## config.mk

```make
export PLATFORM = sky130hd
export DESIGN_NAME = accel_mmap_regs_flat
export DESIGN_NICKNAME = d
export VERILOG_FILES = /design/src/rtl/accel_mmap_regs_if.sv /design/src/rtl/accel_mmap_regs.sv /design/src/flat_wrapper.sv
export SDC_FILE = /design/constraint.sdc
export NUM_CORES = 1
export LEC_CHECK = 0
export ABC_AREA = 1
export CORE_MARGIN = 8
export CORE_UTILIZATION = 45
export DETAILED_ROUTE_END_ITERATION = 8
export HOLD_SLACK_MARGIN = 0.03
export PLACE_DENSITY = 0.72
export SETUP_SLACK_MARGIN = 0.05
export SLEW_MARGIN = 20
export SYNTH_ARGS = -nofsm -noshare
export SYNTH_HDL_FRONTEND = slang
export SYNTH_SLANG_ARGS = --single-unit
```

## constraint.sdc

```tcl
create_clock -name clk -period 3.23 [get_ports clk]
set_input_delay 0.8075 -clock clk [delete_from_list [all_inputs] [get_ports clk]]
set_output_delay 0.8075 -clock clk [all_outputs]
set_load 0.02 [all_outputs]
```

## src/rtl/accel_mmap_regs_if.sv

```systemverilog
// Host request/response bus for accel_mmap_regs.
//   master : host side, drives requests and accepts responses
//   slave  : register block side, accepts requests and returns responses
// One request is outstanding at a time. A request transfers on
// req_valid && req_ready, and a response transfers on rsp_valid && rsp_ready.
interface accel_mmap_regs_if #(
    parameter int ADDR_W = 8,
    parameter int DATA_W = 32
);
    logic              req_valid;
    logic              req_ready;
    logic              req_wr;
    logic [ADDR_W-1:0] req_addr;
    logic [DATA_W-1:0] req_wdata;
    logic              rsp_valid;
    logic              rsp_ready;
    logic [DATA_W-1:0] rsp_rdata;
    logic              rsp_err;

    modport master (
        output req_valid, req_wr, req_addr, req_wdata, rsp_ready,
        input  req_ready, rsp_valid, rsp_rdata, rsp_err
    );

    modport slave (
        input  req_valid, req_wr, req_addr, req_wdata, rsp_ready,
        output req_ready, rsp_valid, rsp_rdata, rsp_err
    );
endinterface

```

## src/rtl/accel_mmap_regs.sv

```systemverilog
// Control/status register file that sits between the host bus and the
// accelerator core.
//   clk, rst_n             : clock and asynchronous active-low reset
//   bus (slave)            : host request/response channel. A request is
//                            decoded in the cycle it is accepted, and the
//                            response follows one cycle later.
//   accel_start            : one-cycle start pulse to the core
//   accel_busy             : set when a start is issued, cleared by core_done
//   core_done              : one-cycle completion pulse from the core
//   *_addr                 : preproc/postproc address window registers
//   *_buff_full/empty      : core buffer status, readable at indices 6..9
module accel_mmap_regs #(
    parameter int ADDR_W = 8,
    parameter int DATA_W = 32
) (
    input  logic              clk,
    input  logic              rst_n,
    accel_mmap_regs_if.slave  bus,
    output logic              accel_start,
    output logic              accel_busy,
    input  logic              core_done,
    output logic [DATA_W-1:0] preproc_start_addr,
    output logic [DATA_W-1:0] preproc_end_addr,
    output logic [DATA_W-1:0] postproc_start_addr,
    output logic [DATA_W-1:0] postproc_end_addr,
    input  logic              input_buff_full,
    input  logic              input_buff_empty,
    input  logic              output_buff_full,
    input  logic              output_buff_empty
);

    localparam logic [0:0] ST_IDLE = 1'b0;
    localparam logic [0:0] ST_RESP = 1'b1;

    localparam logic [ADDR_W-1:0] IDX_START     = ADDR_W'(0);
    localparam logic [ADDR_W-1:0] IDX_PRE_START = ADDR_W'(1);
    localparam logic [ADDR_W-1:0] IDX_PRE_END   = ADDR_W'(2);
    localparam logic [ADDR_W-1:0] IDX_PST_START = ADDR_W'(3);
    localparam logic [ADDR_W-1:0] IDX_PST_END   = ADDR_W'(4);
    localparam logic [ADDR_W-1:0] IDX_IN_FULL   = ADDR_W'(6);
    localparam logic [ADDR_W-1:0] IDX_IN_EMPTY  = ADDR_W'(7);
    localparam logic [ADDR_W-1:0] IDX_OUT_FULL  = ADDR_W'(8);
    localparam logic [ADDR_W-1:0] IDX_OUT_EMPTY = ADDR_W'(9);

    logic [0:0]        state;
    logic              accept;
    logic              win_ok;
    logic              start_ok;
    logic              err_d;
    logic [DATA_W-1:0] rdata_d;
    logic              we_pre_start, we_pre_end, we_pst_start, we_pst_end;

    assign bus.req_ready = (state == ST_IDLE);
    assign accept        = bus.req_valid && (state == ST_IDLE);

    // A start is legal only when both windows are non-inverted (unsigned).
    assign win_ok = (preproc_end_addr >= preproc_start_addr) &&
                    (postproc_end_addr >= postproc_start_addr);

    // Decode the request against the pre-edge state. If core_done lands in
    // the accept cycle, the busy check still uses the old value of 1.
    always_comb begin
        rdata_d      = '0;
        err_d        = 1'b0;
        start_ok     = 1'b0;
        we_pre_start = 1'b0;
        we_pre_end   = 1'b0;
        we_pst_start = 1'b0;
        we_pst_end   = 1'b0;
        if (bus.req_wr) begin
            case (bus.req_addr)
                IDX_START: begin
                    if (bus.req_wdata[0]) begin
                        if (!accel_busy && win_ok) start_ok = 1'b1;
                        else                       err_d    = 1'b1;
                    end
                end
                IDX_PRE_START: if (accel_busy) err_d = 1'b1; else we_pre_start = 1'b1;
                IDX_PRE_END:   if (accel_busy) err_d = 1'b1; else we_pre_end   = 1'b1;
                IDX_PST_START: if (accel_busy) err_d = 1'b1; else we_pst_start = 1'b1;
                IDX_PST_END:   if (accel_busy) err_d = 1'b1; else we_pst_end   = 1'b1;
                default:       err_d = 1'b1;
            endcase
        end else begin
            case (bus.req_addr)
                IDX_START:     rdata_d = {{(DATA_W-1){1'b0}}, accel_busy};
                IDX_PRE_START: rdata_d = preproc_start_addr;
                IDX_PRE_END:   rdata_d = preproc_end_addr;
                IDX_PST_START: rdata_d = postproc_start_addr;
                IDX_PST_END:   rdata_d = postproc_end_addr;
                IDX_IN_FULL:   rdata_d = {{(DATA_W-1){1'b0}}, input_buff_full};
                IDX_IN_EMPTY:  rdata_d = {{(DATA_W-1){1'b0}}, input_buff_empty};
                IDX_OUT_FULL:  rdata_d = {{(DATA_W-1){1'b0}}, output_buff_full};
                IDX_OUT_EMPTY: rdata_d = {{(DATA_W-1){1'b0}}, output_buff_empty};
                default:       err_d   = 1'b1;
            endcase
        end
    end

    always_ff @(posedge clk or negedge rst_n) begin
        if (!rst_n) begin
            state               <= ST_IDLE;
            bus.rsp_valid       <= 1'b0;
            bus.rsp_rdata       <= '0;
            bus.rsp_err         <= 1'b0;
            accel_start         <= 1'b0;
            accel_busy          <= 1'b0;
            preproc_start_addr  <= '0;
            preproc_end_addr    <= '0;
            postproc_start_addr <= '0;
            postproc_end_addr   <= '0;
        end else begin
            accel_start <= accept && start_ok;

            // A start is only granted while not busy, so it never competes
            // with core_done for the same edge.
            if (accept && start_ok) accel_busy <= 1'b1;
            else if (core_done)     accel_busy <= 1'b0;

            if (accept && we_pre_start) preproc_start_addr  <= bus.req_wdata;
            if (accept && we_pre_end)   preproc_end_addr    <= bus.req_wdata;
            if (accept && we_pst_start) postproc_start_addr <= bus.req_wdata;
            if (accept && we_pst_end)   postproc_end_addr   <= bus.req_wdata;

            case (state)
                ST_IDLE: begin
                    if (accept) begin
                        bus.rsp_valid <= 1'b1;
                        bus.rsp_rdata <= rdata_d;
                        bus.rsp_err   <= err_d;
                        state         <= ST_RESP;
                    end
                end
                default: begin
                    // rdata/err are held until the host takes the response
                    if (bus.rsp_ready) begin
                        bus.rsp_valid <= 1'b0;
                        state         <= ST_IDLE;
                    end
                end
            endcase
        end
    end

endmodule

```

## src/flat_wrapper.sv

```systemverilog
// flat-port wrapper written by rule: the top's interface ports become plain ports
module accel_mmap_regs_flat 
#(
    parameter int ADDR_W = 8,
    parameter int DATA_W = 32
)
  (clk, rst_n, accel_start, accel_busy, core_done, preproc_start_addr, preproc_end_addr, postproc_start_addr, postproc_end_addr, input_buff_full, input_buff_empty, output_buff_full, output_buff_empty, bus_req_valid, bus_req_wr, bus_req_addr, bus_req_wdata, bus_rsp_ready, bus_req_ready, bus_rsp_valid, bus_rsp_rdata, bus_rsp_err);
  accel_mmap_regs_if #(.ADDR_W(ADDR_W), .DATA_W(DATA_W)) bus_i ();
  input  logic clk;
  input  logic rst_n;
  output logic accel_start;
  output logic accel_busy;
  input  logic core_done;
  output logic [DATA_W-1:0] preproc_start_addr;
  output logic [DATA_W-1:0] preproc_end_addr;
  output logic [DATA_W-1:0] postproc_start_addr;
  output logic [DATA_W-1:0] postproc_end_addr;
  input  logic input_buff_full;
  input  logic input_buff_empty;
  input  logic output_buff_full;
  input  logic output_buff_empty;
  input wire logic [$bits(bus_i.req_valid)-1:0] bus_req_valid;
  input wire logic [$bits(bus_i.req_wr)-1:0] bus_req_wr;
  input wire logic [$bits(bus_i.req_addr)-1:0] bus_req_addr;
  input wire logic [$bits(bus_i.req_wdata)-1:0] bus_req_wdata;
  input wire logic [$bits(bus_i.rsp_ready)-1:0] bus_rsp_ready;
  output wire logic [$bits(bus_i.req_ready)-1:0] bus_req_ready;
  output wire logic [$bits(bus_i.rsp_valid)-1:0] bus_rsp_valid;
  output wire logic [$bits(bus_i.rsp_rdata)-1:0] bus_rsp_rdata;
  output wire logic [$bits(bus_i.rsp_err)-1:0] bus_rsp_err;
  assign bus_i.req_valid = bus_req_valid;
  assign bus_i.req_wr = bus_req_wr;
  assign bus_i.req_addr = bus_req_addr;
  assign bus_i.req_wdata = bus_req_wdata;
  assign bus_i.rsp_ready = bus_rsp_ready;
  assign bus_req_ready = bus_i.req_ready;
  assign bus_rsp_valid = bus_i.rsp_valid;
  assign bus_rsp_rdata = bus_i.rsp_rdata;
  assign bus_rsp_err = bus_i.rsp_err;
  accel_mmap_regs #(.ADDR_W(ADDR_W), .DATA_W(DATA_W)) u_core (.clk(clk), .rst_n(rst_n), .bus(bus_i), .accel_start(accel_start), .accel_busy(accel_busy), .core_done(core_done), .preproc_start_addr(preproc_start_addr), .preproc_end_addr(preproc_end_addr), .postproc_start_addr(postproc_start_addr), .postproc_end_addr(postproc_end_addr), .input_buff_full(input_buff_full), .input_buff_empty(input_buff_empty), .output_buff_full(output_buff_full), .output_buff_empty(output_buff_empty));
endmodule
```

==> key figures, run 1 <==
Logic synthesis
  – Yosys cell types: 31
  – Register area share after synthesis: 0.480
  – Synth area leaders: dfrtp_1 48%, nand2_1 17%, ha_1 9.3%
  – Syn Area/Cell: 8.10 sq um
  – Top cell type's share of synthesized area: 0.480
  – Yosys top cell by area: dfrtp_1
  – Synthesized area: 8610 sq um
  – Ys Warns: 0
  – Synthesized Nets: 1177
  – Post-Synthesis Cells: 1063
  – FF+latch count, synth: 165

Power and ir drop
  – Reg power frac: 0.464
  – Comb power frac: 0.109
  – Switching power: 0.00122 W
  – Pleak: 5.40 nW
  – Sw Ratio: 0.264
  – Clk pwr share: 0.427
  – Max VDD drop: 357 uV
  – Power Dens Cells: 399 nW/um^2
  – Internal: 0.00340 W

Setup path
  – Worst-path maximum fanout: 4
  – Crit path kind: register to output port
  – CP max-delay cell: clkdlybuf4s50_1
  – Max stage delay on crit path: 0.67 ns
  – Required @ worst endpoint: 2.42 ns
  – Arrival time at the worst endpoint: 1.55 ns
  – CP Capture Type: output port
  – R2R cell count: 10
  – Bufs and invs on worst path: 1
  – CP Cell Sequence: clkdlybuf4s50_1
  – Crit-path leading delay family: buffers and inverters
  – Setup crit start kind: register
  – Critical path depth: 1

Finish
  – Area occupied by multi-input gates: 3800 sq um
  – Nets: 1383
  – Fill cell count: 1634
  – Most frequent cells in the layout: 399 x nand2_1, 213 x clkdlybuf4s50_1, 165 x dfrtp_1
  – Most common cell after layout, fill and taps aside: nand2_1
  – FF+latch area: 4130 sq um
  – Area growth, synth to finish: 34.4%
  – Layout cell share with drive strength beyond 1: 0.0523
  – Final core occ: 0.616
  – Number of diodes: 0

Die
  – I/O pin total: 215
  – Initial Util: 0.459
  – Die area: 23800 sq um
  – Core ar.: 18800 sq um
  – DIE HEIGHT: 154 microns
  – Die Span X: 154 microns
  – # rows: 50

Clock network
  – Resized Gates After CTS: 0
  – Reg clk slew, reported paths: 0.07 ns
  – Post-CTS Setup Repair Bufs: 0
  – CTS Sinks: 165
  – TritonCTS Buffers: 17
  – Clk buf depth: 2
  – Worst-Skew Late Latency: 0.43 ns
  – H-tree depth: 4
  – CTS tree: yes
  – CTS Hold Bufs: 0
  – Root buffer cell: clkbuf_16

Routing
  – Vias per inst: 5.33
  – Initial DRC count: 497
  – Drt wl/cell: 17.7 microns
  – Final wirelength: 26.9 mm
  – Remaining DRCs: 0
  – Drt pass-1 iters: 5
  – Routed Antenna Nets: 0
  – Vias: 8077

STA
  – Final max-slew violation count: 0
  – Period utilization: 0.730
  – Tmin final: 2.36 ns
  – Worst clock skew: 0.0142 ns
  – RSZ-0062 raised after global routing: false
  – Fin. Hold Viols: 0
  – Worst relative slew slack: 0.505
  – Final Setup Violations: 0
  – Setup TNS: 0 ns
  – Fmax: 424 MHz
  – Worst-margin pin slew: 0.742 ns

Min path
  – Hold WC Path Type: primary input to async pin

GRT
  – Largest net degree at the start of global routing: 66
  – Initial antenna violation count: 0
  – First-pass GRT wire length: 43.1 mm
  – GRT Util Overall: 0.226
  – GRT overflow: 0
  – Vias in the first global route: 8044

Status
  – Outcome: completed

Placed design
  – HPWL after DPL: 19.4 mm
  – IO buf count: 214
  – Placer Congestion: 0.838

Flow run
  – Max-cap violations: 0
==> layout make-up <==
class / instances / share of cell area
tap: 234 / 0.0253
clock inverter: 13 / 0.0105
sequential: 165 / 0.357
multi-input combinational: 731 / 0.329
inverter: 124 / 0.0402
timing repair buffer: 230 / 0.200
clock buffer: 19 / 0.0383
==> worst reg2reg max path, cell delays in order (launching register included) <==
cell and delay (ns):
dfrtp_1 0.43, inv_1 0.07, ha_1 0.31, nand4_1 0.12, nor3_1 0.31, nand2_1 0.12
o21bai_1 0.18, nand2_1 0.13, nand3_1 0.12, nand2_1 0.07, nand2_1 0.05
==> cell families (layout without fill, tap and decap cells) <==
family	count (synthesis)	in the layout	share of synthesized area
AO/OA/AOI/OAI	211	211	0.139
AND/OR/NAND/NOR	456	456	0.210
adder cells (fa/ha/maj)	64	64	0.0930
buffers and inverters	167	386	0.0786
flip-flops	165	165	0.480
==> Yosys cell counts, drive strengths merged <==
cell type,number
buf,28
nand3b,1
or2,1
a21o,1
nor4,2
or4,1
o21ai,138
a211oi,1
clkbuf,15
a21boi,1
nand2,406
o21a,5
ha,64
nand4,4
o2111ai,31
nor3,7
a21oi,33
nor2,22
dfrtp,165
nand3,12
o21bai,1
inv,124
==> sequential cells by signal, indices dropped and copies added, names as in the netlist, 32 cells and up <==
signal / flops
u_core.preproc_start_addr: 32
u_core.postproc_end_addr: 32
u_core.bus.rsp_rdata: 32
u_core.preproc_end_addr: 32
u_core.postproc_start_addr: 32
==> per-layer routing <==
layer,global-route usage,wire [microns]
met5,0,0
met4,0.0831,631
met3,0.0507,1840
met2,0.369,12700
met1,0.289,11800
==> power by group through the flow <==
| stage | registers, W | clock network [W] | logic, W |
|---|---|---|---|
| finish | 0.00214 | 0.00197 | 0.000501 |
| global route | 0.00215 | 0.00209 | 0.000556 |
| CTS | 0.00214 | 0.00200 | 0.000507 |
| detailed placement | 0.00218 | 0 | 0.000504 |
| global placement | 0.00218 | 0 | 0.000495 |
| floorplan | 0.00221 | 0 | 0.000202 |
==> worst paths after layout <==
path,from,end,slack [ns]
max,u_core.postproc_start_addr[0],postproc_start_addr[0],0.87
min,rst_n,u_core.postproc_start_addr[14],0.31
max reg2reg,u_core.preproc_start_addr[27],u_core.bus.rsp_err,1.21
min reg2reg,u_core.state,u_core.bus.rsp_valid,0.47
max in group asynchronous,rst_n,u_core.preproc_end_addr[27],2.21
min in group clk,u_core.state,u_core.bus.rsp_valid,0.47
==> metrics by stage <==
stage               power (W)  hold WS [ns]  std cells  instance area (sq um)  setup slack (ns)
floorplan             0.00241         0.438       1063                   8610              1.35
global placement      0.00268         0.455       1484                  11000             0.562
detailed placement    0.00268         0.459       1484                  11000             0.498
CTS                   0.00465         0.317       1516                  11600             0.854
global route          0.00479         0.340       1516                  11600             0.736
finish                0.00461         0.310       1516                  11600             0.872
Note: power is estimated with default switching activity, not from simulation.
==> inputs of run 2 (changes only) <==
- clock period: 3.23 -> 2.3 ns (I/O delays scaled with it)
==> run 2 against run 1 <==
Net effect: via count is 1.1% lower; flip-flop and latch count stayed put; sequential power is 41% higher; power is 43% higher; global-route usage is 0.35 points lower; largest cell class unchanged; largest power group unchanged; highest routed layer unchanged.
==> key figures, run 2 (synthesized netlist as in run 1, its figures left out) <==
Status
  – Outcome: completed

Power and ir drop
  – Internal: 0.00495 W
  – Max VDD drop: 537 uV
  – Comb power frac: 0.107
  – Pleak: 5.50 nW
  – Clk pwr share: 0.436
  – Sw Ratio: 0.250
  – Switching power: 0.00165 W
  – Reg power frac: 0.456
  – Power Dens Cells: 560 nW/um^2

Finish
  – Layout cell share with drive strength beyond 1: 0.0588
  – Area occupied by multi-input gates: 3800 sq um
  – FF+latch area: 4130 sq um
  – Area growth, synth to finish: 37.0%
  – Number of diodes: 0
  – Non-filler cells, final: 1526
  – Fill cell count: 1631
  – Nets: 1394
  – Most frequent cells in the layout: 399 x nand2_1, 213 x clkdlybuf4s50_1, 165 x dfrtp_1
  – Final core occ: 0.628
  – Most common cell after layout, fill and taps aside: nand2_1

Clock network
  – H-tree depth: 4
  – Clk buf depth: 2
  – Post-CTS Setup Repair Bufs: 0
  – Root buffer cell: clkbuf_16
  – CTS Hold Bufs: 0
  – Worst-Skew Late Latency: 0.43 ns
  – CTS Sinks: 165
  – CTS tree: yes
  – TritonCTS Buffers: 17
  – Resized Gates After CTS: 0
  – Reg clk slew, reported paths: 0.06 ns

STA
  – Final max-slew violation count: 0
  – Worst clock skew: 0.00897 ns
  – Worst relative slew slack: 0.744
  – Fin. Hold Viols: 0
  – Fmax: 472 MHz
  – RSZ-0062 raised after global routing: false
  – Setup TNS: 0 ns
  – Period utilization: 0.921
  – Worst-margin pin slew: 0.381 ns
  – Final worst slack: 0.183 ns
  – Final Setup Violations: 0
  – Tmin final: 2.12 ns

Setup path
  – CP max-delay cell: clkdlybuf4s50_1
  – Arrival time at the worst endpoint: 1.54 ns
  – CP Capture Type: output port
  – Crit-path leading delay family: buffers and inverters
  – Max stage delay on crit path: 0.67 ns
  – Setup crit start kind: register
  – Worst-path maximum fanout: 4
  – CP Cell Sequence: clkdlybuf4s50_1
  – Required @ worst endpoint: 1.73 ns
  – Crit path kind: register to output port
  – Bufs and invs on worst path: 1

Die
  – Die Span X: 154 microns
  – DIE HEIGHT: 154 microns
  – Core ar.: 18800 sq um
  – Die area: 23800 sq um
  – # rows: 50
  – Initial Util: 0.459
  – I/O pin total: 215

GRT
  – GRT overflow: 0
  – GRT Util Overall: 0.223
  – Largest net degree at the start of global routing: 63
  – Vias in the first global route: 7995
  – First-pass GRT wire length: 42.6 mm
  – Initial antenna violation count: 0

Flow run
  – Max-cap violations: 0

Routing
  – Drt wl/cell: 17.4 microns
  – Initial DRC count: 653
  – Vias: 7991
  – Final wirelength: 26.6 mm
  – Routed Antenna Nets: 0
  – Vias per inst: 5.24
  – Remaining DRCs: 0
  – Drt pass-1 iters: 5

Placed design
  – IO buf count: 214
  – HPWL after DPL: 19.7 mm
  – Placer Congestion: 0.843
  – Placed cell count: 1495
  – DP Worst Slack: -0.0122 ns

Min path
  – Hold WC Path Type: primary input to async pin
==> run 2: worst paths after layout <==
path                                               startpoint                        endpoint  slack, ns  cells after the start
worst max-delay path            u_core.postproc_start_addr[0]          postproc_start_addr[0]       0.18                      1
worst min-delay path                                    rst_n  u_core.postproc_start_addr[12]       0.05                      1
worst max register to register  u_core.preproc_start_addr[27]              u_core.bus.rsp_err       0.26                     10
worst min register to register                   u_core.state            u_core.bus.rsp_valid       0.46                      1
max in group asynchronous                               rst_n    u_core.postproc_end_addr[23]       1.58                      2
min in group clk                                 u_core.state            u_core.bus.rsp_valid       0.46                      1
==> run 2: per-stage QoR <==
stage                     hold slack (ns)  area [sq um]  power, W
after detailed placement            0.464         11200   0.00378
after global placement              0.451         11200   0.00376
after global routing               0.0620         11800   0.00683
after floorplan                     0.279          8610   0.00339
after CTS                          0.0570         11800   0.00664
final                              0.0480         11800   0.00660
==> run 2: cell type report <==
cell class              count  area share
flip-flops and latches    165       0.350
multi-input cells         731       0.323
repair buffers            241       0.213
inverters                 124      0.0395
clock buffers              19      0.0367
well taps                 234      0.0248
clock inverters            12      0.0134
==> run 2: power by group through the flow <==
stage,clock (W),sequential (W),combinational (W)
final,0.00288,0.00301,0.000708
after global routing,0.00303,0.00302,0.000789
after CTS,0.00291,0.00301,0.000719
after detailed placement,0,0.00306,0.000715
after global placement,0,0.00306,0.000703
after floorplan,0,0.00311,0.000284
==> run 2: layer usage <==
layer / wire length [microns] / vias up / global-route usage
met3: 1660 / 37 / 0.0496
met2: 12600 / 263 / 0.368
met5: 0 / - / 0
met1: 11800 / 3810 / 0.287
li1: - / 3881 / -
met4: 490 / 0 / 0.0667
==> inputs of run 3 (changes only) <==
- CTS_BUF_LIST: not set -> sky130_fd_sc_hd__clkbuf_4 sky130_fd_sc_hd__clkbuf_8
- RECOVER_POWER: not set -> 25
==> run 3 against run 2 <==
Net effect: combinational power about the same; utilization decreased by 1.0 points; power decreased by 11%; sequential power about the same; worst setup slack got worse by 0.043 ns; clock skew increased by 0.0036 ns; flip-flop and latch count unchanged; final area decreased by 1.6%; critical path type unchanged; critical endpoint unchanged; highest routed layer unchanged.
==> key figures, run 3 (synthesized netlist as in run 1, its figures left out) <==
Setup path
  – CP Cell Sequence: clkdlybuf4s50_1
  – Crit path kind: register to output port
  – Setup slack, reg-to-reg: 0.18 ns
  – Max stage delay on crit path: 0.68 ns
  – Arrival time at the worst endpoint: 1.58 ns
  – Required @ worst endpoint: 1.73 ns
  – Bufs and invs on worst path: 1
  – Origin of the critical flop-to-flop path: u_core.preproc_start_addr[27]
  – CP max-delay cell: clkdlybuf4s50_1
  – CP Capture Type: output port
  – Setup crit start kind: register
  – Worst-path maximum fanout: 4
  – Crit-path leading delay family: buffers and inverters
  – R2R cell count: 10
  – Worst flop-to-flop path endpoint: u_core.bus.rsp_err

STA
  – Hold WS: 0.468 ns
  – Final worst slack: 0.140 ns
  – Final max-slew violation count: 0
  – Final Setup Violations: 0
  – Period utilization: 0.939
  – Worst relative slew slack: 0.342
  – Fin. Hold Viols: 0
  – Setup TNS: 0 ns
  – Worst-margin pin slew: 0.988 ns
  – Fmax: 463 MHz
  – Worst clock skew: 0.0126 ns
  – RSZ-0062 raised after global routing: false
  – Tmin final: 2.16 ns

Finish
  – Fill cell count: 1636
  – FF+latch area: 4130 sq um
  – Number of diodes: 0
  – Area growth, synth to finish: 34.7%
  – Nets: 1395
  – Non-filler cells, final: 1527
  – Layout cell share with drive strength beyond 1: 0.0596
  – Area occupied by multi-input gates: 3800 sq um
  – Most frequent cells in the layout: 400 x nand2_1, 212 x clkdlybuf4s50_1, 165 x dfrtp_1
  – Most common cell after layout, fill and taps aside: nand2_1

GRT
  – GRT Util Overall: 0.222
  – Initial antenna violation count: 0
  – GRT overflow: 0
  – Largest net degree at the start of global routing: 63
  – First-pass GRT wire length: 42.6 mm
  – Vias in the first global route: 7997

Clock network
  – Clk buf depth: 2
  – Root buffer cell: clkbuf_8
  – Post-CTS Setup Repair Bufs: 0
  – H-tree depth: 4
  – Reg clk slew, reported paths: 0.08 ns
  – Worst-Skew Late Latency: 0.45 ns
  – TritonCTS Buffers: 17
  – CTS Sinks: 165
  – CTS tree: yes

Die
  – DIE HEIGHT: 154 microns
  – Initial Util: 0.459
  – Die area: 23800 sq um
  – I/O pin total: 215
  – # rows: 50
  – Die Span X: 154 microns
  – Core ar.: 18800 sq um

Routing
  – Remaining DRCs: 0
  – Drt wl/cell: 17.3 microns
  – Routed Antenna Nets: 0
  – Vias per inst: 5.24
  – Drt pass-1 iters: 5
  – Vias: 7995
  – Initial DRC count: 638
  – Final wirelength: 26.5 mm

Placed design
  – Placer Congestion: 0.843
  – HPWL after DPL: 19.7 mm
  – Placed cell count: 1495
  – IO buf count: 214
  – DP Worst Slack: -0.0122 ns

Flow run
  – Max-cap violations: 0

Power and ir drop
  – Max VDD drop: 445 uV
  – Pleak: 5.42 nW
  – Power Dens Cells: 508 nW/um^2

Min path
  – Hold wc startpoint: u_core.state
  – Hold depth: 1
  – Hold Path End: u_core.bus.rsp_valid
  – Hold WC Path Type: register to register

Status
  – Outcome: completed
-- run 3: power breakdown --
part | leakage [nW] | switching [W] | total [W] | internal, W
clock | 0.199 | 0.00108 | 0.00218 | 0.00109
sequential | 2.29 | 0.0000585 | 0.00301 | 0.00295
combinational | 2.93 | 0.000414 | 0.000705 | 0.000291
total | 5.42 | 0.00156 | 0.00589 | 0.00433
-- run 3: how the worst max path moves through the flow --
stage / start / to / slack (ns) / cells after the start
after floorplan: u_core.preproc_start_addr[31] / u_core.bus.rsp_err / 0.61 / 10
after global placement: bus_req_addr[1] / u_core.bus.rsp_rdata[25] / 0.02 / 11
after detailed placement: bus_req_addr[1] / u_core.bus.rsp_rdata[6] / -0.01 / 11
after CTS: u_core.postproc_start_addr[0] / postproc_start_addr[0] / 0.10 / 1
after global routing: u_core.preproc_start_addr[14] / preproc_start_addr[14] / 0.09 / 1
final: u_core.postproc_start_addr[0] / postproc_start_addr[0] / 0.14 / 1
-- run 3: what timing repair did --
item / 4_1_cts / 5_1_grt
resized for setup: 0 / 0
endpoints found under the hold margin: 34 / 0
hold buffers: 1 / 0
-- run 3: area by class of cell --
cell class              instances  share of cell area
flip-flops and latches        165               0.356
multi-input cells             731               0.328
repair buffers                242               0.216
inverters                     124              0.0401
well taps                     234              0.0252
clock buffers                  19              0.0215
clock inverters                12              0.0136
-- run 3: routing by layer --
metal  share of wire  track usage  vias up  wire [microns]
met2            0.48        0.364      272           12600
met4           0.015       0.0695        0             395
li1                -            -     3872               -
met1            0.44        0.287     3820           11700
met5               0            0        -               0
met3           0.069       0.0488       31            1830
-- run 3: stage by stage --
step / util / cell area [sq um] / power, W
floorplan: - / 8610 / 0.00339
global placement: 0.597 / 11200 / 0.00376
detailed placement: 0.597 / 11200 / 0.00378
CTS: 0.619 / 11600 / 0.00594
global route: 0.618 / 11600 / 0.00613
finish: 0.618 / 11600 / 0.00589
